## src/rtl/tile_mem_sequencer.sv

```systemverilog
// Scratchpad RAM initiator for tiled matmul: per DIMxDIM output tile it clears the accumulators,
// feeds K A-column/W-row strobes, waits for the array to drain, then writes DIM result rows.
module tile_mem_sequencer #(
    parameter int ADDR_WIDTH = 10,
    parameter int DIM        = 4,
    parameter int M          = 8,
    parameter int K          = 16,
    parameter int NC         = 8,
    parameter int A_BASE     = 0,
    parameter int W_BASE     = 256,
    parameter int C_BASE     = 512,
    parameter int DRAIN_CYC  = 8
) (
    input  logic                                  clk,
    input  logic                                  rst_n,
    input  logic                                  start,
    output logic                                  load_a,
    output logic                                  load_w,
    output logic [ADDR_WIDTH-1:0]                 addr_a,
    output logic [ADDR_WIDTH-1:0]                 addr_w,
    output logic                                  deload_out,
    output logic [ADDR_WIDTH-1:0]                 addr_res,
    output logic [((DIM > 1) ? $clog2(DIM) : 1)-1:0] row_sel,
    output logic                                  acc_clr,
    output logic                                  busy,
    output logic                                  done
);

    localparam int TM_N    = M / DIM;
    localparam int TN_N    = NC / DIM;
    localparam int TMW     = (TM_N > 1) ? $clog2(TM_N) : 1;
    localparam int TNW     = (TN_N > 1) ? $clog2(TN_N) : 1;
    localparam int RSW     = (DIM > 1) ? $clog2(DIM) : 1;
    localparam int MAX_KD  = (K > DRAIN_CYC) ? K : DRAIN_CYC;
    localparam int CNT_MAX = (MAX_KD > DIM) ? MAX_KD : DIM;
    localparam int CW      = $clog2(CNT_MAX + 1);

    localparam logic [CW-1:0]  K_LAST     = CW'(K - 1);
    localparam logic [CW-1:0]  DRAIN_LAST = CW'(DRAIN_CYC - 1);
    localparam logic [CW-1:0]  DIM_LAST   = CW'(DIM - 1);
    localparam logic [TMW-1:0] TM_LAST    = TMW'(TM_N - 1);
    localparam logic [TNW-1:0] TN_LAST    = TNW'(TN_N - 1);

    typedef enum logic [2:0] {
        IDLE   = 3'd0,
        CLEAR  = 3'd1,
        FEED   = 3'd2,
        DRAIN  = 3'd3,
        DELOAD = 3'd4,
        NEXT   = 3'd5,
        DONE   = 3'd6
    } state_t;

    state_t          state_r, state_n;
    logic [CW-1:0]   cnt_r, cnt_n;
    logic [TMW-1:0]  tm_r, tm_n;
    logic [TNW-1:0]  tn_r, tn_n;

    logic                  load_a_r, load_w_r, deload_r, acc_clr_r, busy_r, done_r;
    logic [ADDR_WIDTH-1:0] addr_a_r, addr_w_r, addr_res_r;
    logic [RSW-1:0]        row_sel_r;

    logic [ADDR_WIDTH-1:0] addr_a_s, addr_w_s, addr_res_s;

    // Addresses for the strobe issued in the current cycle (cnt_r is k in FEED, r in DELOAD)
    always_comb begin
        addr_a_s   = ADDR_WIDTH'(A_BASE + int'(tm_r) * DIM * K + int'(cnt_r));
        addr_w_s   = ADDR_WIDTH'(W_BASE + int'(cnt_r) * NC + int'(tn_r) * DIM);
        addr_res_s = ADDR_WIDTH'(C_BASE + (int'(tm_r) * DIM + int'(cnt_r)) * NC + int'(tn_r) * DIM);
    end

    // Next-state, phase counter and tile walk
    always_comb begin
        state_n = state_r;
        cnt_n   = cnt_r;
        tm_n    = tm_r;
        tn_n    = tn_r;
        case (state_r)
            IDLE: begin
                cnt_n = '0;
                tm_n  = '0;
                tn_n  = '0;
                if (start) begin
                    state_n = CLEAR;
                end else begin
                    state_n = IDLE;
                end
            end
            CLEAR: begin
                cnt_n   = '0;
                state_n = FEED;
            end
            FEED: begin
                if (cnt_r == K_LAST) begin
                    cnt_n   = '0;
                    state_n = DRAIN;
                end else begin
                    cnt_n = cnt_r + CW'(1);
                end
            end
            DRAIN: begin
                if (cnt_r == DRAIN_LAST) begin
                    cnt_n   = '0;
                    state_n = DELOAD;
                end else begin
                    cnt_n = cnt_r + CW'(1);
                end
            end
            DELOAD: begin
                if (cnt_r == DIM_LAST) begin
                    cnt_n   = '0;
                    state_n = NEXT;
                end else begin
                    cnt_n = cnt_r + CW'(1);
                end
            end
            NEXT: begin
                // tn advances fastest; tm steps when tn wraps
                if (tn_r == TN_LAST) begin
                    tn_n = '0;
                    if (tm_r == TM_LAST) begin
                        tm_n    = '0;
                        state_n = DONE;
                    end else begin
                        tm_n    = tm_r + TMW'(1);
                        state_n = CLEAR;
                    end
                end else begin
                    tn_n    = tn_r + TNW'(1);
                    state_n = CLEAR;
                end
            end
            DONE: begin
                state_n = IDLE;
            end
            default: begin
                state_n = IDLE;
                cnt_n   = '0;
                tm_n    = '0;
                tn_n    = '0;
            end
        endcase
    end

    // State and counter registers
    always_ff @(posedge clk or negedge rst_n) begin
        if (!rst_n) begin
            state_r <= IDLE;
            cnt_r   <= '0;
            tm_r    <= '0;
            tn_r    <= '0;
        end else begin
            state_r <= state_n;
            cnt_r   <= cnt_n;
            tm_r    <= tm_n;
            tn_r    <= tn_n;
        end
    end

    // Strobes follow the upcoming state; addresses capture one cycle after their strobe
    always_ff @(posedge clk or negedge rst_n) begin
        if (!rst_n) begin
            load_a_r   <= 1'b0;
            load_w_r   <= 1'b0;
            deload_r   <= 1'b0;
            acc_clr_r  <= 1'b0;
            busy_r     <= 1'b0;
            done_r     <= 1'b0;
            addr_a_r   <= '0;
            addr_w_r   <= '0;
            addr_res_r <= '0;
            row_sel_r  <= '0;
        end else begin
            acc_clr_r <= (state_n == CLEAR);
            load_a_r  <= (state_n == FEED);
            load_w_r  <= (state_n == FEED);
            deload_r  <= (state_n == DELOAD);
            busy_r    <= (state_n != IDLE);
            done_r    <= (state_n == DONE);
            if (state_r == FEED) begin
                addr_a_r <= addr_a_s;
                addr_w_r <= addr_w_s;
            end
            if (state_r == DELOAD) begin
                addr_res_r <= addr_res_s;
                row_sel_r  <= cnt_r[RSW-1:0];
            end
        end
    end

    assign load_a     = load_a_r;
    assign load_w     = load_w_r;
    assign addr_a     = addr_a_r;
    assign addr_w     = addr_w_r;
    assign deload_out = deload_r;
    assign addr_res   = addr_res_r;
    assign row_sel    = row_sel_r;
    assign acc_clr    = acc_clr_r;
    assign busy       = busy_r;
    assign done       = done_r;

endmodule

```

## config.mk

```make
export PLATFORM = sky130hd
export DESIGN_NAME = tile_mem_sequencer
export DESIGN_NICKNAME = d
export VERILOG_FILES = /design/src/rtl/tile_mem_sequencer.sv
export SDC_FILE = /design/constraint.sdc
export NUM_CORES = 1
export LEC_CHECK = 0
export BUFFER_PORTS_ARGS = -buffer_cell sky130_fd_sc_hd__buf_2
export CAP_MARGIN = 20
export CORE_AREA = 10 10 66 68
export DETAILED_ROUTE_END_ITERATION = 10
export DIE_AREA = 0 0 76 78
export PLACE_DENSITY = 0.78
export SLEW_MARGIN = 20
export SYNTH_ARGS = -nofsm -noshare
export SYNTH_HDL_FRONTEND = slang
export SYNTH_SLANG_ARGS = --single-unit
```

## constraint.sdc

```tcl
create_clock -name clk -period 2.1 [get_ports clk]
set_input_delay 0.42 -clock clk [delete_from_list [all_inputs] [get_ports clk]]
set_output_delay 0.42 -clock clk [all_outputs]
set_load 0.01 [all_outputs]
```

==> impl_results.md <==
* Commonest cells in the netlist: dfrtp_1 (31), nand2_1 (27), buf_4 (17)
* Peak VDD IR at approximately 0.00021 V
* Crit path required time at ~2300 ps
* Synth Area per Inst at a little over 10 um^2
* Die Ht at between 70 and 80 um
* Fraction of layout cells with a size suffix above 1 at a little under a third
* Cells after synthesis at 152
* CP startpoint kind: flip-flop
* First-pass GRT wire length at ~5100 um
* Slowest cell on the critical path: dfrtp_1
* Ys async rst share at 100%
* Number of vias per cell at 4.92
* CP Data Arrival Time at approximately 2100 ps
* Initial antenna violation count at 0
* Top-count cell post-synth: dfrtp_1
* Final Max Slew Viols at 0
* Number of clock buffers inserted by TritonCTS at 5
* Chip width at about 76 um
* Largest net degree at the start of global routing at 32
* Status: finished, final reports clean
* Io pins at 41
* Via count at about 1100
* Buf/Inv on CP at 1
* Sw power at between 0.2 and 0.25 mW
* Unrepaired setup endpoints after global routing: false
* Worst slew margin at 56.5%
* Fmax at between 500 and 600 MHz
* Layout net count at about 190
* Leakage at slightly above 0.8 nW
* Area share of the largest cell type after synthesis at roughly half
* Hpwl dp at 2330 um
* Register area share after synthesis at about half
* Slowest stage delay, CP at 440 ps
* Worst-margin pin slew at between 600 and 700 ps
* Max-cap violations at 0
* Setup TNS at 0 ps
* Sequential Power Share at approximately 63%
* PD cells at approximately 550 nW/um^2
* DRC at 0
* Cell area after synthesis at around 1600 um^2
* Synth top area cells: dfrtp_1 (49%), buf_4 (8.1%), nand2_1 (6.5%), mux2_2 (5.0%), ha_1 (4.0%)
* Clock Latency Late Sink at roughly 340 ps
* Hold Buf Count CTS at 0
* Critical path endpoint category: flip-flop
* Cell Area, Placed at approximately 1700 um^2
* Dpl ws at just under 300 ps
* Post-CTS Setup Bufs at 0
* ANT cells at 0
* Most common cell on crit path: ha_1
* Clock Skews at approximately 9.6 ps
* Core Region at roughly 3200 um^2
* Crit path cell chain: ha_1, nand3_1, inv_1, ha_1, nor2b_1, a2bb2oi_1, o21ai_0, o2bb2ai_1
* Hold Vio Cnt, Final at 0
* H-tree Lvls at 2
* Commonest register cell after synthesis: dfrtp_1
* Port bufs at 31
* Core Rows at 21
* Fin area at 1720 um^2
* CTS tree: yes
* Routability cong. at about 0.9
* Seq cells post-synth at 31
* Clock transition at path regs at 100 ps
* DRT iter0 DRCs at 75
* Synth-to-layout area growth at 9.64%
* GRT Overall Usage at 10.5%
* Total power at roughly 0.94 mW
* Number of routed nets with antenna violations at 0
* Switching share of power at around a quarter
* Yosys cell types at 39
* CTS Buffer Depth at 2
* Root buf cell: clkbuf_4
* Critical-path maximum fanout at 5
* Initial Util at about half
* Gr ovfl total at 0
* Min-delay worst type: input port to async pin
* First-pass DRT Iterations at 4
* Layout Utilization at 54.2%
* Clock sinks at 31
* Cts repair resizes at 0
* Post-synth EDFFs at 0
* CP delay by family, top: compound AO/OA/AOI/OAI gates
* Cell-internal power at a little over 0.7 mW
* Final wirelength at roughly 3000 um
* # setup viols final at 0
* Vias in the first global route at around 1000
* Clock network fraction of total power at 34.6%
* Power share of the combinational group at under 10%
* Worst Slack Setup Final at about 230 ps
* Final Cycle Share at between 80% and 90%
* Yosys warns at 0
* WS Path Type: flip-flop to flip-flop
* Routed wire per std cell at ~14 um
* Total die area at approximately 5900 um^2
* Yosys top cell by area: dfrtp_1
* Minimum clock period at 1870 ps
[cell type report]
cell class / instances / area (um^2)
multi-input combinational: 104 / 662
tap: 46 / 57.6
clock buffer: 5 / 37.5
fill: 290 / 1460
inverter: 3 / 11.3
clock inverter: 3 / 15.0
sequential: 31 / 776
timing repair buffer: 32 / 163
[per-stage QoR]
stage | std cells | hold slack [ps]
final | 224 | 95.9
after global placement | 216 | 445
after global routing | 224 | 138
after floorplan | 160 | 124
after detailed placement | 216 | 459
after CTS | 224 | 113
[cell families after synthesis]
kind of cell / Yosys count / share of synthesized area [%]
AO/OA/AOI/OAI: 17 / 8.21
XOR/XNOR: 3 / 1.67
adder cells (fa/ha/maj): 5 / 3.98
buffers and inverters: 25 / 10.4
flip-flops: 31 / 49.4
multiplexers: 10 / 6.93
other: 1 / 0.239
AND/OR/NAND/NOR: 60 / 19.2
[registers in the layout, indices dropped and copies added (netlist names)]
signal	flops
addr_res	8
tn_r	1
deload_out	1
cnt_r	5
addr_a	1
busy	1
acc_clr	1
done	1
load_w	1
tm_r	1
addr_w	7
state_r	3
[worst register-to-register path: cells and delay by family, from the launching register on]
family,cells,cell delay (ps)
AOI/OAI and AO/OA,3,510
DFF,1,440
adders and majority gates,2,410
and+or+nand+nor,2,310
buffers and inverters,1,80
[cells in the final DEF (no fill, tap or decap), drive strengths merged, types with 2 or more instances in the layout]
cell type   n
dfrtp      31
nor2        9
or2         2
and2        2
inv         3
xor2        2
buf        32
clkbuf      5
a21oi       3
o21ai       5
clkinv      3
ha          5
nand2      27
conb        9
mux2        7
nor2b       2
mux2i       3
nand3       7
nand3b      3
[per-layer routing]
layer	up-vias	global-route usage [%]	part of all wire (%)
met5	-	0	0
met4	0	5.11	1.6
met3	4	4.26	5.9
met2	26	17.0	51
met1	534	11.7	42
li1	539	-	-
[worst paths after layout]
path                              from          end  slack (ps)  depth (start not counted)
max                           cnt_r[1]     cnt_r[2]         230                          8
min                              rst_n         tn_r         100                          1
max reg2reg                   cnt_r[1]     cnt_r[2]         230                          8
min reg2reg                addr_res[2]  addr_res[2]         480                          2
max in group asynchronous        rst_n     cnt_r[4]        1570                          1
min in group clk           addr_res[2]  addr_res[2]         480                          2
[power groups by stage]
stage                     Sequential (mW)  Combinational, mW  Clock (mW)
after global placement              0.608             0.0202           0
after global routing                0.597             0.0238       0.368
after floorplan                     0.608             0.0195           0
after CTS                           0.596             0.0204       0.334
final                               0.596             0.0203       0.327
after detailed placement            0.608             0.0205           0
No activity file was read; power rests on OpenSTA's default activity.
